## src/rtl/l2_mem_xbar_if.sv

```systemverilog
// Bus bundle for the L2 memory crossbar: requester-side request/response ports,
// region-side request ports, address rules and the decode-error counter.
interface l2_mem_xbar_if #(
    parameter int unsigned NumIn       = 2,
    parameter int unsigned NumOut      = 2,
    parameter int unsigned AddrWidth   = 32,
    parameter int unsigned DataWidth   = 64,
    parameter int unsigned ErrCntWidth = 16
);
    localparam int unsigned BeWidth = DataWidth / 8;

    // Handshake: a request is transferred in the cycle where req and gnt are both high.
    // A requester that sees gnt low keeps req and its payload stable until granted.
    logic                          prio_mode_i;
    logic [NumOut*AddrWidth-1:0]   rule_start_i;
    logic [NumOut*AddrWidth-1:0]   rule_end_i;

    logic [NumIn-1:0]              in_req_i;
    logic [NumIn-1:0]              in_gnt_o;
    logic [NumIn*AddrWidth-1:0]    in_addr_i;
    logic [NumIn-1:0]              in_we_i;
    logic [NumIn*DataWidth-1:0]    in_wdata_i;
    logic [NumIn*BeWidth-1:0]      in_be_i;
    logic [NumIn-1:0]              in_rvalid_o;
    logic [NumIn*DataWidth-1:0]    in_rdata_o;
    logic [NumIn-1:0]              in_err_o;

    logic [NumOut-1:0]             out_req_o;
    logic [NumOut-1:0]             out_gnt_i;
    logic [NumOut*AddrWidth-1:0]   out_addr_o;
    logic [NumOut-1:0]             out_we_o;
    logic [NumOut*DataWidth-1:0]   out_wdata_o;
    logic [NumOut*BeWidth-1:0]     out_be_o;
    logic [NumOut*DataWidth-1:0]   out_rdata_i;

    logic [ErrCntWidth-1:0]        err_cnt_o;

    modport slave (
        input  prio_mode_i, rule_start_i, rule_end_i,
        input  in_req_i, in_addr_i, in_we_i, in_wdata_i, in_be_i,
        output in_gnt_o, in_rvalid_o, in_rdata_o, in_err_o,
        output out_req_o, out_addr_o, out_we_o, out_wdata_o, out_be_o,
        input  out_gnt_i, out_rdata_i,
        output err_cnt_o
    );

    modport master (
        output prio_mode_i, rule_start_i, rule_end_i,
        output in_req_i, in_addr_i, in_we_i, in_wdata_i, in_be_i,
        input  in_gnt_o, in_rvalid_o, in_rdata_o, in_err_o,
        input  out_req_o, out_addr_o, out_we_o, out_wdata_o, out_be_o,
        output out_gnt_i, out_rdata_i,
        input  err_cnt_o
    );
endinterface

```

## src/rtl/l2_mem_xbar.sv

```systemverilog
// NumIn x NumOut request/grant crossbar into L2 regions with programmable address
// rules, per-region round-robin or fixed-priority arbitration and in-order responses.
module l2_mem_xbar #(
    parameter int unsigned NumIn       = 2,
    parameter int unsigned NumOut      = 2,
    parameter int unsigned AddrWidth   = 32,
    parameter int unsigned DataWidth   = 64,
    parameter int unsigned RespLatency = 1,
    parameter int unsigned ErrCntWidth = 16
) (
    input logic          clk_i,
    input logic          rst_i,
    l2_mem_xbar_if.slave bus
);
    localparam int unsigned BeWidth = DataWidth / 8;
    localparam int unsigned InIdxW  = (NumIn > 1) ? $clog2(NumIn) : 1;
    localparam int unsigned OutIdxW = (NumOut > 1) ? $clog2(NumOut) : 1;

    typedef struct packed {
        logic               valid;
        logic               err;
        logic               we;
        logic [OutIdxW-1:0] idx;
    } resp_t;

    logic [NumIn-1:0]       dec_hit;
    logic [OutIdxW-1:0]     dec_idx   [NumIn];
    logic [NumIn-1:0]       cand      [NumOut];
    logic [NumOut-1:0]      win_any;
    logic [InIdxW-1:0]      win_idx   [NumOut];
    logic [InIdxW-1:0]      rr_ptr_q  [NumOut];
    logic [InIdxW-1:0]      rr_ptr_d  [NumOut];
    logic [NumIn-1:0]       gnt;
    logic [NumIn-1:0]       err_gnt;
    resp_t                  pipe_q    [NumIn][RespLatency];
    resp_t                  pipe_d    [NumIn][RespLatency];
    resp_t                  head      [NumIn];
    logic [ErrCntWidth-1:0] err_cnt_q;
    logic [ErrCntWidth-1:0] err_cnt_d;

    // Scanning from the top down lets the lowest matching region overwrite the others.
    always_comb begin
        for (int i = 0; i < NumIn; i++) begin
            dec_hit[i] = 1'b0;
            dec_idx[i] = '0;
            for (int r = int'(NumOut) - 1; r >= 0; r--) begin
                if ((bus.rule_start_i[r*AddrWidth +: AddrWidth] <= bus.in_addr_i[i*AddrWidth +: AddrWidth]) &&
                    (bus.in_addr_i[i*AddrWidth +: AddrWidth] < bus.rule_end_i[r*AddrWidth +: AddrWidth])) begin
                    dec_hit[i] = 1'b1;
                    dec_idx[i] = OutIdxW'(r);
                end
            end
        end
    end

    // First pass finds a requester at or above the pointer, second pass wraps to the lowest.
    always_comb begin
        for (int r = 0; r < NumOut; r++) begin
            win_any[r] = 1'b0;
            win_idx[r] = '0;
            for (int i = 0; i < NumIn; i++) begin
                cand[r][i] = bus.in_req_i[i] && dec_hit[i] && (dec_idx[i] == OutIdxW'(r));
            end
            for (int i = 0; i < NumIn; i++) begin
                if (!win_any[r] && cand[r][i] && (bus.prio_mode_i || (InIdxW'(i) >= rr_ptr_q[r]))) begin
                    win_any[r] = 1'b1;
                    win_idx[r] = InIdxW'(i);
                end
            end
            for (int i = 0; i < NumIn; i++) begin
                if (!win_any[r] && cand[r][i]) begin
                    win_any[r] = 1'b1;
                    win_idx[r] = InIdxW'(i);
                end
            end
        end
    end

    always_comb begin
        gnt             = '0;
        err_gnt         = '0;
        bus.out_req_o   = '0;
        bus.out_addr_o  = '0;
        bus.out_we_o    = '0;
        bus.out_wdata_o = '0;
        bus.out_be_o    = '0;
        for (int r = 0; r < NumOut; r++) begin
            if (win_any[r]) begin
                bus.out_req_o[r]                          = 1'b1;
                bus.out_addr_o[r*AddrWidth +: AddrWidth]  = bus.in_addr_i[win_idx[r]*AddrWidth +: AddrWidth];
                bus.out_we_o[r]                           = bus.in_we_i[win_idx[r]];
                bus.out_wdata_o[r*DataWidth +: DataWidth] = bus.in_wdata_i[win_idx[r]*DataWidth +: DataWidth];
                bus.out_be_o[r*BeWidth +: BeWidth]        = bus.in_be_i[win_idx[r]*BeWidth +: BeWidth];
                if (bus.out_gnt_i[r]) begin
                    gnt[win_idx[r]] = 1'b1;
                end
            end
        end
        // Unmapped requests are accepted locally and answered with an error.
        for (int i = 0; i < NumIn; i++) begin
            if (bus.in_req_i[i] && !dec_hit[i]) begin
                gnt[i]     = 1'b1;
                err_gnt[i] = 1'b1;
            end
        end
        if (rst_i) begin
            gnt           = '0;
            err_gnt       = '0;
            bus.out_req_o = '0;
        end
        bus.in_gnt_o = gnt;
    end

    always_comb begin
        for (int r = 0; r < NumOut; r++) begin
            rr_ptr_d[r] = rr_ptr_q[r];
            if (!bus.prio_mode_i && win_any[r] && bus.out_gnt_i[r]) begin
                rr_ptr_d[r] = (win_idx[r] == InIdxW'(NumIn - 1)) ? '0 : win_idx[r] + 1'b1;
            end
        end
    end

    always_comb begin
        for (int i = 0; i < NumIn; i++) begin
            pipe_d[i][0].valid = gnt[i];
            pipe_d[i][0].err   = err_gnt[i];
            pipe_d[i][0].we    = bus.in_we_i[i];
            pipe_d[i][0].idx   = dec_idx[i];
            for (int s = 1; s < RespLatency; s++) begin
                pipe_d[i][s] = pipe_q[i][s-1];
            end
        end
    end

    always_comb begin
        err_cnt_d = err_cnt_q;
        for (int i = 0; i < NumIn; i++) begin
            if (err_gnt[i] && (err_cnt_d != '1)) begin
                err_cnt_d = err_cnt_d + 1'b1;
            end
        end
    end

    always_ff @(posedge clk_i) begin
        if (rst_i) begin
            for (int i = 0; i < NumIn; i++) begin
                for (int s = 0; s < RespLatency; s++) begin
                    pipe_q[i][s] <= '0;
                end
            end
            for (int r = 0; r < NumOut; r++) begin
                rr_ptr_q[r] <= '0;
            end
            err_cnt_q <= '0;
        end else begin
            for (int i = 0; i < NumIn; i++) begin
                for (int s = 0; s < RespLatency; s++) begin
                    pipe_q[i][s] <= pipe_d[i][s];
                end
            end
            for (int r = 0; r < NumOut; r++) begin
                rr_ptr_q[r] <= rr_ptr_d[r];
            end
            err_cnt_q <= err_cnt_d;
        end
    end

    // Responses are suppressed while reset is held so in-flight work is never delivered.
    always_comb begin
        bus.in_rvalid_o = '0;
        bus.in_err_o    = '0;
        bus.in_rdata_o  = '0;
        for (int i = 0; i < NumIn; i++) begin
            head[i]            = pipe_q[i][RespLatency-1];
            bus.in_rvalid_o[i] = head[i].valid && !rst_i;
            bus.in_err_o[i]    = head[i].valid && head[i].err && !rst_i;
            if (head[i].valid && !head[i].err && !head[i].we && !rst_i) begin
                bus.in_rdata_o[i*DataWidth +: DataWidth] = bus.out_rdata_i[head[i].idx*DataWidth +: DataWidth];
            end
        end
        bus.err_cnt_o = err_cnt_q;
    end
endmodule

```

## src/flat_wrapper.sv

```systemverilog
// flat-port wrapper written by rule: the top's interface ports become plain ports
module l2_mem_xbar_flat 
#(
    parameter int unsigned NumIn       = 2,
    parameter int unsigned NumOut      = 2,
    parameter int unsigned AddrWidth   = 32,
    parameter int unsigned DataWidth   = 64,
    parameter int unsigned RespLatency = 1,
    parameter int unsigned ErrCntWidth = 16
)
  (clk_i, rst_i, bus_prio_mode_i, bus_rule_start_i, bus_rule_end_i, bus_in_req_i, bus_in_addr_i, bus_in_we_i, bus_in_wdata_i, bus_in_be_i, bus_in_gnt_o, bus_in_rvalid_o, bus_in_rdata_o, bus_in_err_o, bus_out_req_o, bus_out_addr_o, bus_out_we_o, bus_out_wdata_o, bus_out_be_o, bus_out_gnt_i, bus_out_rdata_i, bus_err_cnt_o);
  l2_mem_xbar_if #(.NumIn(NumIn), .NumOut(NumOut), .AddrWidth(AddrWidth), .DataWidth(DataWidth), .ErrCntWidth(ErrCntWidth)) bus_i ();
  input logic clk_i;
  input logic rst_i;
  input wire logic [$bits(bus_i.prio_mode_i)-1:0] bus_prio_mode_i;
  input wire logic [$bits(bus_i.rule_start_i)-1:0] bus_rule_start_i;
  input wire logic [$bits(bus_i.rule_end_i)-1:0] bus_rule_end_i;
  input wire logic [$bits(bus_i.in_req_i)-1:0] bus_in_req_i;
  input wire logic [$bits(bus_i.in_addr_i)-1:0] bus_in_addr_i;
  input wire logic [$bits(bus_i.in_we_i)-1:0] bus_in_we_i;
  input wire logic [$bits(bus_i.in_wdata_i)-1:0] bus_in_wdata_i;
  input wire logic [$bits(bus_i.in_be_i)-1:0] bus_in_be_i;
  output wire logic [$bits(bus_i.in_gnt_o)-1:0] bus_in_gnt_o;
  output wire logic [$bits(bus_i.in_rvalid_o)-1:0] bus_in_rvalid_o;
  output wire logic [$bits(bus_i.in_rdata_o)-1:0] bus_in_rdata_o;
  output wire logic [$bits(bus_i.in_err_o)-1:0] bus_in_err_o;
  output wire logic [$bits(bus_i.out_req_o)-1:0] bus_out_req_o;
  output wire logic [$bits(bus_i.out_addr_o)-1:0] bus_out_addr_o;
  output wire logic [$bits(bus_i.out_we_o)-1:0] bus_out_we_o;
  output wire logic [$bits(bus_i.out_wdata_o)-1:0] bus_out_wdata_o;
  output wire logic [$bits(bus_i.out_be_o)-1:0] bus_out_be_o;
  input wire logic [$bits(bus_i.out_gnt_i)-1:0] bus_out_gnt_i;
  input wire logic [$bits(bus_i.out_rdata_i)-1:0] bus_out_rdata_i;
  output wire logic [$bits(bus_i.err_cnt_o)-1:0] bus_err_cnt_o;
  assign bus_i.prio_mode_i = bus_prio_mode_i;
  assign bus_i.rule_start_i = bus_rule_start_i;
  assign bus_i.rule_end_i = bus_rule_end_i;
  assign bus_i.in_req_i = bus_in_req_i;
  assign bus_i.in_addr_i = bus_in_addr_i;
  assign bus_i.in_we_i = bus_in_we_i;
  assign bus_i.in_wdata_i = bus_in_wdata_i;
  assign bus_i.in_be_i = bus_in_be_i;
  assign bus_in_gnt_o = bus_i.in_gnt_o;
  assign bus_in_rvalid_o = bus_i.in_rvalid_o;
  assign bus_in_rdata_o = bus_i.in_rdata_o;
  assign bus_in_err_o = bus_i.in_err_o;
  assign bus_out_req_o = bus_i.out_req_o;
  assign bus_out_addr_o = bus_i.out_addr_o;
  assign bus_out_we_o = bus_i.out_we_o;
  assign bus_out_wdata_o = bus_i.out_wdata_o;
  assign bus_out_be_o = bus_i.out_be_o;
  assign bus_i.out_gnt_i = bus_out_gnt_i;
  assign bus_i.out_rdata_i = bus_out_rdata_i;
  assign bus_err_cnt_o = bus_i.err_cnt_o;
  l2_mem_xbar #(.NumIn(NumIn), .NumOut(NumOut), .AddrWidth(AddrWidth), .DataWidth(DataWidth), .RespLatency(RespLatency), .ErrCntWidth(ErrCntWidth)) u_core (.clk_i(clk_i), .rst_i(rst_i), .bus(bus_i));
endmodule
```

## config.mk

```make
export PLATFORM = sky130hd
export DESIGN_NAME = l2_mem_xbar_flat
export DESIGN_NICKNAME = d
export VERILOG_FILES = /design/src/rtl/l2_mem_xbar_if.sv /design/src/rtl/l2_mem_xbar.sv /design/src/flat_wrapper.sv
export SDC_FILE = /design/constraint.sdc
export NUM_CORES = 1
export LEC_CHECK = 0
export BUFFER_PORTS_ARGS = -buffer_cell sky130_fd_sc_hd__buf_2
export CAP_MARGIN = 5
export CORE_AREA = 2 2 325 327
export DETAILED_ROUTE_END_ITERATION = 8
export DIE_AREA = 0 0 327 329
export MAX_ROUTING_LAYER = met4
export PLACE_DENSITY = 0.33
export SLEW_MARGIN = 20
export SYNTH_ARGS = -nofsm -noshare
export SYNTH_HDL_FRONTEND = slang
export SYNTH_SLANG_ARGS = --single-unit
```

## constraint.sdc

```tcl
create_clock -name clk_i -period 5.68 [get_ports clk_i]
set_clock_uncertainty 0.1 [all_clocks]
set_input_delay 0.284 -clock clk_i [delete_from_list [all_inputs] [get_ports clk_i]]
set_output_delay 0.284 -clock clk_i [all_outputs]
set_load 0.03 [all_outputs]
```

==> results of run 1 <==
power groups by stage:
stage / Combinational [W] / Sequential [W] / Clock, W
finish: 0.00202 / 0.000217 / 0.000228
global route: 0.00221 / 0.000219 / 0.000247
CTS: 0.00205 / 0.000217 / 0.000240
global placement: 0.00206 / 0.000222 / 0
floorplan: 0.00119 / 0.000203 / 0
detailed placement: 0.00204 / 0.000221 / 0
sequential cells by signal, indices dropped and copies added (netlist names):
signal,count
u_core.rr_ptr_q,2
u_core.pipe_q,8
u_core.bus.err_cnt_o,16
metal layers:
| metal | vias to the layer above | track usage | part of all wire |
|---|---|---|---|
| met5 | - | - | 0 |
| met4 | 0 | 0.01974 | 0.013 |
| met3 | 57 | 0.01578 | 0.053 |
| met2 | 696 | 0.2645 | 0.50 |
| met1 | 7999 | 0.1824 | 0.44 |
| li1 | 8656 | - | - |
cell usage after synthesis (6+ instances only):
master | number | share of area
nand2_1 | 498 | 0.15
a21oi_1 | 305 | 0.12
ha_1 | 254 | 0.25
nor2_1 | 185 | 0.054
inv_1 | 137 | 0.040
mux2i_1 | 137 | 0.11
clkbuf_1 | 77 | 0.023
nand4_1 | 48 | 0.023
a21o_1 | 45 | 0.026
o21ai_0 | 43 | 0.017
nand3_1 | 35 | 0.014
dfxtp_1 | 26 | 0.041
nor2b_1 | 17 | 0.0083
buf_1 | 15 | 0.0044
buf_2 | 14 | 0.0055
nor3_1 | 14 | 0.0055
xnor2_1 | 11 | 0.0075
a211oi_1 | 10 | 0.0059
nor4_1 | 9 | 0.0044
nand2b_1 | 8 | 0.0039
o21a_1 | 7 | 0.0041
or2_2 | 7 | 0.0034
a31oi_1 | 6 | 0.0029
o31ai_1 | 6 | 0.0035
worst min-delay path by stage:
| stage | to | slack (ps) |
|---|---|---|
| after global placement | u_core.rr_ptr_q[0][0] | 380 |
| after detailed placement | u_core.rr_ptr_q[0][0] | 360 |
| after CTS | u_core.pipe_q[0][5] | 140 |
| after global routing | u_core.pipe_q[0][5] | 140 |
| final | u_core.pipe_q[0][5] | 150 |
| after floorplan | u_core.pipe_q[0][1] | 310 |
kinds of logic after synthesis:
| logic type | Yosys count | share of synthesized area |
|---|---|---|
| adders and majority gates | 254 | 0.2485 |
| muxes | 143 | 0.1134 |
| xor gates and xnor gates | 16 | 0.01096 |
| AOI/OAI and AO/OA | 486 | 0.2274 |
| buffers and inverters | 246 | 0.07444 |
| and+or+nand+nor | 852 | 0.2847 |
| DFF | 26 | 0.04069 |
critical path: stages:
cell and delay, ps:
buf_2 170, inv_1 120, ha_1 320, nand3_1 160, a21oi_1 70, o31ai_1 370
a21oi_1 170, o21ai_0 470, a21oi_1 210, a2111oi_2 490, buf_4 250, and3b_1 260
a21bo_4 220, buf_12 220, buf_4 320, nand2_1 80, a21oi_1 290, buf_2 270
per-stage QoR:
| stage | power [W] | std cells | util | area, um2 | setup WS (ps) |
|---|---|---|---|---|---|
| finish | 0.002469 | 4211 | 0.1817 | 18970 | 496.1 |
| CTS | 0.002507 | 4199 | 0.1814 | 18940 | 495.8 |
| global route | 0.002676 | 4209 | 0.1817 | 18960 | 308.9 |
| global placement | 0.002281 | 4195 | 0.1804 | 18830 | 514.2 |
| detailed placement | 0.002262 | 4195 | 0.1804 | 18830 | 509.7 |
| floorplan | 0.001395 | 2023 | - | 12790 | 1489 |
cell type report:
type                    count  area (um2)
diodes                     12       30.03
clock buffers               3       75.07
clock inverters             1       30.03
fillers                 12240       85410
inverters                 138       518.0
multi-input cells        1751       11380
flip-flops and latches     26       528.0
well taps                1391        1740
repair buffers            889        4664
==> run metrics, run 1 <==
Mean Syn Cell Area=6.323 um2; WL per Instance=19.61 um; WHS=145.7 ps; peak supply drop=95.75 uV; RSZ-0062 raised after global routing=false; Max-slew headroom=0.4403; Pins Over Slew Limit=0; Worst setup endpoint=bus_out_addr_o[36]; postcts setup bufs=0; # Max-Cap Violations=0; Post-synth EDFFs=0; hold_buf cts=0; Top FF cell, synth=dfxtp_1; Clock Latency Late Sink=280 ps; crit path launch=bus_in_addr_i[35]; WL final=82560 um; switching pwr=0.001473 W; worst slew pin tran=836.3 ps; die width=327 um; DR vias=17.41k; die area=0.1076 mm2; total track usage=0.1479; min-delay src=bus_in_we_i[1]; GP Congestion=0.8329; detailed router's first-iteration violation count=992; Initial Utilization=0.1226; worst r2r dst=u_core.bus.err_cnt_o[4]; final worst-path cycle share=0.9127; clock share of power=0.092; Synth Cell Area=0.01279 mm2; Inserted Clock Buffers=3; first-pass GRT wire length=117500 um; vias in the first global route=17.68k; Die Y=329 um; crit path max fanout=55; I/O Buffers=834; Final #Nets=3536; accumulated negative setup slack=0 ps; DR vias/cell=4.134; sequential fraction of the synthesis area=0.04069; Clock transition at path regs=80 ps; Reg-to-Reg Start=u_core.bus.err_cnt_o[0]; Cell Int Power=0.0009957 W; CTS sink cnt=26; WS Path Type=in -> out; Routed Antenna Nets=0; fmax=192.9 MHz; Synth-to-Final Area Change=48.28%; commonest cells after routing, fill and taps aside=buf_2, nand2_1, a21oi_1, ha_1, nor2_1; initial antenna violation count=28; Clock Tree Root=clkbuf_16; hpwl dp=70540 um; Hold Path Class=in -> reg; synthesis-stage register bit count=26; status=complete, no violations; Worst Hold Path Cells=2; Mapped Nets=2750; drt drc=0; pwr dens=130.2 mW/mm2; Yosys cell types=81; Static Leakage=10.13 nW; Core Area=0.1044 mm2; Switching Fraction=0.5967; combinational power share=0.820; Top Ports=835; Cell Rows=119; H-tree depth=1; Async SR Flop Fraction=0; register-to-register setup slack=1150 ps; CTS tree=yes; Ys Warns=0; sequential share of power=0.088; setup violators final=0; share of layout cells above drive strength 1=0.3337; Final min period=5184 ps; Critical Path AT=4800 ps; Final Hold Viols=0; Reg2Reg Depth=18; Clock Path Buffers=2; WP data required=5300 ps; Synth Instances=2023; post_cts resized=0; Startpoint Class=input pin; DR pass1 iterations=5; global route total overflow=0; pin count of the biggest net entering global routing=77; commonest non-fill, non-tap cell in the layout=buf_2; CP endpoint kind=output port
Power figures use the tool's default switching activity.
==> run 2: changes to the inputs <==
Settings changed: CORE_AREA 2 2 325 327 to 2 2 328 330, DIE_AREA 0 0 327 329 to 0 0 330 332, PLACE_DENSITY 0.33 to not set.
==> run 2 against run 1 <==
The run now fails in detailed routing. Global-route usage up 2.0 points. Synthesized area did not move. Synthesized cell count stayed put.
==> run metrics, run 2 <==
status=aborted with a tool error; Post-synth top cells=nand2_1, a21oi_1, ha_1, nor2_1; Mean Syn Cell Area=6.323 um2 (unchanged); GP Congestion=0.9883 (+19%); Synth Instances=2023 (unchanged); Cell Rows=120 (+0.84%); I/O Buffers=834 (unchanged); vias in the first global route=17.58k (-0.59%); Synth Area in Adders=0.2485 (unchanged); initial antenna violation count=46 (+64%); synthesis-stage register bit count=26 (unchanged); Post-synth EDFFs=0 (unchanged); CTS sink cnt=26 (unchanged); largest family of logic cells by synthesized area=simple AND/OR/NAND/NOR gates; main area contributors after synthesis=ha_1, nand2_1, a21oi_1; Inserted Clock Buffers=3 (unchanged); Synth area leader=ha_1; hpwl dp=83800 um (+19%); Clock Path Buffers=2 (unchanged); Top Ports=835 (unchanged); total track usage=0.1680 (+0.02010); Initial Utilization=0.1203 (-0.002223); Clock Tree Root=clkbuf_16; Synth Cell Area=0.01279 mm2 (unchanged); hold_buf cts=0 (unchanged); Die Y=332 um (+0.91%); first-pass GRT wire length=129000 um (+9.8%); global route total overflow=0 (unchanged); XOR/XNOR share of the synthesized area=0.01096 (unchanged); H-tree depth=1 (unchanged); Async SR Flop Fraction=0 (unchanged); Simple-Gate Fraction of Synth Area=0.2847 (unchanged); Mapped Nets=2750 (unchanged); post_cts resized=0 (unchanged); sequential fraction of the synthesis area=0.04069 (unchanged); post-synth top area share=0.2485 (unchanged); multiplexer share of the synthesized area=0.1134 (unchanged); top-count cell post-synth=nand2_1; Exit stage=detailed routing; Run Error=[ERROR DRT-0255] Maze Route cannot find path of net bus_out_rdata_i[9] in worker of routeBox ( 289800 96600 ) ( 330000 144900 ).; postcts setup bufs=0 (unchanged); area fraction in compound gates after synthesis=0.2274 (unchanged); Yosys cell types=81 (unchanged); pin count of the biggest net entering global routing=78 (+1.3%); Top FF cell, synth=dfxtp_1; die width=330 um (+0.92%); Ys Warns=0 (unchanged)
==> run 2: cell counts after synthesis <==
No cell type changed its count.
==> run 2: kinds of logic after synthesis <==
family          count (synthesis)
mux                           143
fa+ha+maj                     254
xor+xnor                       16
compound gates                486
buf+inv                       246
flops                          26
simple gates                  852
==> run 2: metrics by stage <==
step	instance area, um2	hold WS, ps	cells	util	setup slack, ps
2_1_floorplan	12790	312.2	2023	-	1489
3_3_place_gp	19230	352.1	4217	0.1809	202.4
3_5_place_dp	19230	365.3	4217	0.1809	196.8
4_1_cts	19330	153.4	4221	0.1819	463.6
5_1_grt	19420	198.4	4256	0.1827	207.0
==> run 2: per-layer routing <==
metal  GRT usage
met1      0.2016
met2      0.2772
met3     0.03685
met5           -
met4     0.05391
==> run 3: changes to the inputs <==
Settings changed: CORE_AREA 2 2 328 330 to 2 2 323 325, DIE_AREA 0 0 330 332 to 0 0 325 327, MAX_ROUTING_LAYER met4 to not set, PLACE_DENSITY_LB_ADDON set to 0.15.
==> run 3 against run 2 <==
The flow now finishes without violations. Global-route usage decreased by 1.5 points.
==> run metrics, run 3 (synthesis gave the netlist of run 1 again) <==
initial antenna violation count=23 (-50%); share of layout cells above drive strength 1=0.3355; commonest non-fill, non-tap cell in the layout=buf_2; Initial Utilization=0.1243 (+0.003971); fmax=200.7 MHz; die area=0.1063 mm2; Hold Path End=u_core.pipe_q[0][1]; Static Leakage=10.23 nW; Clock transition at path regs=80 ps; DR vias/cell=4.189; Reg2Reg Depth=16; setup violators final=0; Die Y=327 um (-1.5%); min-delay src=bus_in_we_i[0]; worst slew pin tran=870.3 ps; hpwl dp=73950 um (-12%); Final Hold Viols=0; CTS sink cnt=26 (unchanged); Clock Latency Late Sink=280 ps; Critical Path AT=4600 ps; Hold Path Class=in -> reg; Max-slew headroom=0.4198; DR pass1 iterations=5; Inserted Clock Buffers=3 (unchanged); register-to-register setup slack=1300 ps; first-pass GRT wire length=122600 um (-4.9%); WL final=86550 um; Worst Path Buf+Inv=6; vias in the first global route=17.63k (+0.31%); detailed router's first-iteration violation count=840; total track usage=0.1531 (-0.01484); Clock Path Buffers=2 (unchanged); Clock Tree Root=clkbuf_16; final instance area=0.01915 mm2; Startpoint Class=input pin; Post-Place Setup Slack=-115.1 ps (-311.9 ps); GP Congestion=0.8423 (-15%); max FFs per register=16; Core Area=0.1029 mm2; peak supply drop=99.41 uV; pwr dens=131.5 mW/mm2; status=complete, no violations; H-tree depth=1 (unchanged); Routed Antenna Nets=0; die width=325 um (-1.5%); drt drc=0; Cell Area, Placed=0.01898 mm2 (-1.3%); Crit path max-delay family=compound AO/OA/AOI/OAI gates; Final min period=4983 ps; slowest stage cell, crit path=o21ai_0; crit-path cells=buf_2, inv_1, ha_1, nor2b_1, o21ai_0, a211oi_1, a2111oi_0, nand3_1, a211oi_2, buf_4, and3b_1, a21boi_4, buf_12, buf_6, nand2_1, a21oi_1, buf_2; crit path max fanout=50; CTS tree=yes; final worst-path cycle share=0.8772; RSZ-0062 raised after global routing=false; Reg-to-Reg Start=u_core.bus.err_cnt_o[0]; Top Ports=835 (unchanged); commonest cells after routing, fill and taps aside=buf_2, nand2_1, a21oi_1, ha_1, nor2_1; Cell Rows=118 (-1.7%); cell with the most instances on the worst path=buf_2; global route total overflow=0 (unchanged); Final #Nets=3542; # Max-Cap Violations=0; pin count of the biggest net entering global routing=78 (unchanged); I/O Buffers=834 (unchanged); CP max stage delay=560 ps; post-route setup slack=697.5 ps; Synth-to-Final Area Change=49.75%; Core Util, Final=0.1861; CP endpoint kind=output port; worst r2r dst=u_core.bus.err_cnt_o[0]; Pins Over Slew Limit=0; WS Path Type=in -> out; WL per Instance=20.59 um; Worst Hold Path Cells=2; WP data required=5300 ps; DR vias=17.61k
run 3: worst register-to-register path, stage by stage (launching register included):
cell and delay (ps):
dfxtp_1 430, ha_1 340, nand2_1 200, nor2_1 280, nand2_1 130, nor2_1 340, nor2_1 220, nand2_1 200
xnor2_1 190, ha_1 260, nand3_1 110, mux2_4 310, a22o_4 250, nor3_2 300, buf_4 220, a21o_1 230
mux2i_1 200
run 3: stage by stage:
step / hold slack (ps) / setup TNS, ps / total power, W / cells
6_report: 242.9 / 0 / 0.002518 / 4203
2_1_floorplan: 312.2 / 0 / 0.001395 / 2023
5_1_grt: 245.2 / 0 / 0.002720 / 4202
3_3_place_gp: 379.5 / -3290 / 0.002350 / 4186
4_1_cts: 238.9 / 0 / 0.002549 / 4190
3_5_place_dp: 361.2 / -3126 / 0.002329 / 4186
run 3: timing repair:
action,CTS,global route
hold buffers,0,0
setup endpoints to repair,61,61
resized for setup,1,1
setup buffers,0,4
endpoints found under the hold margin,0,0
run 3: worst max path at each step:
stage          cells after the start  slack (ps)                  endpoint         startpoint
5_1_grt                           18         340       bus_out_wdata_o[96]  bus_in_addr_i[41]
4_1_cts                           16         120       bus_out_wdata_o[92]  bus_in_addr_i[42]
3_3_place_gp                      17        -130        bus_out_addr_o[63]  bus_in_addr_i[42]
6_report                          17         700           bus_out_be_o[9]  bus_in_addr_i[42]
3_5_place_dp                      16        -120       bus_out_wdata_o[92]  bus_in_addr_i[42]
2_1_floorplan                     16        1490  u_core.bus.err_cnt_o[10]  bus_in_addr_i[13]
run 3: power breakdown:
part / total, W / internal, W / switching, W
clock: 0.000210 / 0.000123 / 0.0000860
sequential: 0.000221 / 0.000190 / 0.0000312
combinational: 0.00209 / 0.000693 / 0.00139
run 3: per-layer routing:
layer	track usage	share of wire	vias to the layer above
met3	0.02695	0.060	86
met4	0.04630	0.025	8
met5	0	0.00065	-
met2	0.2686	0.49	728
met1	0.1900	0.43	8142
li1	-	-	8644
run 3: cell type report:
| cell class | instances | area (um2) |
|---|---|---|
| Antenna cell | 9 | 22.52 |
| Clock buffer | 4 | 100.1 |
| Fill cell | 12080 | 83750 |
| Inverter | 138 | 518.0 |
| Multi-Input combinational cell | 1751 | 11390 |
| Sequential cell | 26 | 528.0 |
| Tap cell | 1380 | 1727 |
| Timing Repair Buffer | 895 | 4873 |
==> run 4: changes to the inputs <==
--- a/config.mk
+++ b/config.mk
@@ -9,6 +9,7 @@
 export CAP_MARGIN = 5
-export CORE_AREA = 2 2 323 325
+export CORE_AREA = 2 2 327 329
 export DETAILED_ROUTE_END_ITERATION = 8
-export DIE_AREA = 0 0 325 327
+export DIE_AREA = 0 0 329 331
 export PLACE_DENSITY_LB_ADDON = 0.15
+export RECOVER_POWER = 100
 export SLEW_MARGIN = 20
--- a/constraint.sdc
+++ b/constraint.sdc
@@ -4,2 +4,2 @@
 set_output_delay 0.284 -clock clk_i [all_outputs]
-set_load 0.03 [all_outputs]
+set_load 0.02 [all_outputs]
==> run 4 against run 3 <==
The run now ends with capacitance limit, slew limit left. Non-clock buffer count up 18. Sequential power down 4%. Maximum frequency down 6.1%. Worst hold slack worse by 24 ps. Sequential cell count unchanged. Final area down 2.4%. Routed wire length up 6.0%. Worst setup slack worse by 320 ps. Final cell count up 0.74%. First-iteration DRC count down 4.9%. Power down 7.6%. Sequential share of layout area up 0.068 points. Largest power group unchanged. Highest routed layer unchanged.
==> run metrics, run 4 (synthesis gave the netlist of run 1 again) <==
WL final=91770 um (+6.0%); setup violators final=0 (unchanged); Static Leakage=8.846 nW (-13%); accumulated negative setup slack=0 ps (unchanged); max FFs per register=16 (unchanged); Clock Tree Root=clkbuf_16; CP endpoint kind=output port; Critical Path AT=4920 ps (+320 ps); status=finished, violations left; worst r2r dst=u_core.bus.err_cnt_o[15]; Top Ports=835 (unchanged); Clock Latency Late Sink=270 ps (about the same); detailed router's first-iteration violation count=799 (-4.9%); DR vias/cell=4.176 (-0.33%); Startpoint Class=input pin; peak supply drop=93.68 uV (-5.8%); vias in the first global route=17.93k (+1.7%); Pins Over Slew Limit=87 (+87); post_cts resized=0 (-1); pwr dens=124.5 mW/mm2 (-5.3%); CTS tree=yes; initial antenna violation count=31 (+35%); Inserted Clock Buffers=3 (unchanged); hold_buf cts=0 (unchanged); Final min period=5306 ps (+323.7 ps); Core Area=0.1050 mm2 (+2.0%); Final #Nets=3560 (+0.51%); Design Power=0.002327 W (-7.6%); Hold Path Class=in -> reg; GP Congestion=0.8504 (+0.96%); total track usage=0.1563 (+0.003133); WP data required=5300 ps (about the same); I/O Buffers=834 (unchanged); drt drc=0 (unchanged); crit path max fanout=40 (-20%); # Max-Cap Violations=2 (+2); Reg-to-Reg Start=u_core.bus.err_cnt_o[7]; Multi-input gate area=0.01132 mm2 (-0.58%); failing checks=capacitance limit, slew limit; Routed Antenna Nets=0 (unchanged); CP max stage delay=560 ps (about the same); Worst Hold Path Cells=2 (unchanged); Initial Utilization=0.1219 (-0.002443); Max-slew headroom=-0.05433 (-0.4741); DR vias=17.68k (+0.41%); Hold Path End=u_core.pipe_q[0][1]; Cell Rows=119 (+0.85%); Final Hold Viols=0 (unchanged); Crit path max-delay family=simple AND/OR/NAND/NOR gates; slowest stage cell, crit path=nor4_4; WL per Instance=21.67 um (+5.3%); Reg2Reg Depth=15 (-1); fmax=188.5 MHz (-6.1%); commonest cells after routing, fill and taps aside=buf_2, nand2_1, clkbuf_1, a21oi_1, ha_1; register area=528.0 um2 (unchanged); min-delay src=bus_in_we_i[0]; Clock transition at path regs=80 ps (about the same); global route total overflow=0 (unchanged); commonest non-fill, non-tap cell in the layout=buf_2; postcts setup bufs=0 (unchanged); pin count of the biggest net entering global routing=73 (-6.4%); die area=0.1089 mm2 (+2.5%); post-route setup slack=373.8 ps (-323.7 ps); Die Y=331 um (+1.2%); worst slew pin tran=1581 ps (+711.2 ps); Synth-to-Final Area Change=46.12%; share of layout cells above drive strength 1=0.2157 (-0.1197); hpwl dp=80020 um (+8.2%); RSZ-0062 raised after global routing=false; H-tree depth=1 (unchanged); CTS sink cnt=26 (unchanged); number of fill cells=12.44k (+3.0%); Clock Path Buffers=2 (unchanged); WS Path Type=in -> out; final instance area=0.01869 mm2 (-2.4%); crit-path cells=buf_2, inv_1, ha_1, nand4_1, nor4_4, nand3_1, o311a_1, a2111o_1, nor2_1, nand2_1, nor2_1, a21bo_4, buf_12, buf_4, nand2_1, a21oi_1, clkbuf_1; register-to-register setup slack=1220 ps (-80 ps); Post-Place Setup Slack=466.3 ps (+581.3 ps); DR pass1 iterations=7 (+2); Cell Area, Placed=0.01912 mm2 (+0.72%); die width=329 um (+1.2%); first-pass GRT wire length=125300 um (+2.2%); Worst Path Buf+Inv=5 (-1); final worst-path cycle share=0.9342 (+0.05698)
[run 4: cell types whose count changed in the layout (fill, tap and decap cells not counted), sizes merged]
cell	change
diode	+2
buf	-336
clkbuf	+354
[run 4: worst max-delay path by stage]
stage / slack (ps) / depth (start not counted) / startpoint / endpoint
after CTS: 450 / 17 / bus_in_addr_i[45] / bus_out_wdata_o[98]
after floorplan: 1490 / 16 / bus_in_addr_i[13] / u_core.bus.err_cnt_o[10]
after detailed placement: 470 / 17 / bus_in_addr_i[45] / bus_out_wdata_o[98]
final: 370 / 17 / bus_in_addr_i[13] / bus_out_wdata_o[98]
after global placement: 470 / 17 / bus_in_addr_i[45] / bus_out_wdata_o[98]
after global routing: 100 / 19 / bus_in_addr_i[14] / u_core.bus.err_cnt_o[15]
[run 4: routing by layer]
metal,GRT usage,routed length [um],share of wire
met2,0.2815,45070,0.49
met5,0,137,0.0015
met1,0.1857,37350,0.41
met4,0.04536,2788,0.030
met3,0.03213,6418,0.070
[run 4: final cells by class]
cell class | instances | share of cell area
diodes | 11 | 0.001473
clock buffers | 4 | 0.005355
inverters | 138 | 0.02771
multi-input cells | 1751 | 0.6056
flip-flops and latches | 26 | 0.02825
well taps | 1391 | 0.09312
repair buffers | 913 | 0.2385
[run 4: stage by stage]
step                cells  hold slack (ps)    util
finish               4234            219.0  0.1781
global route         4231            218.3  0.1780
CTS                  4223            209.5  0.1831
global placement     4218            370.9  0.1819
floorplan            2023            312.2       -
detailed placement   4219            361.9  0.1821
[run 4: report_power, final]
| part | internal [W] | switching, W | leakage, nW |
|---|---|---|---|
| registers | 0.000190 | 0.0000235 | 0.213 |
| clock network | 0.000123 | 0.0000803 | 0.0494 |
| logic | 0.000642 | 0.00127 | 8.58 |
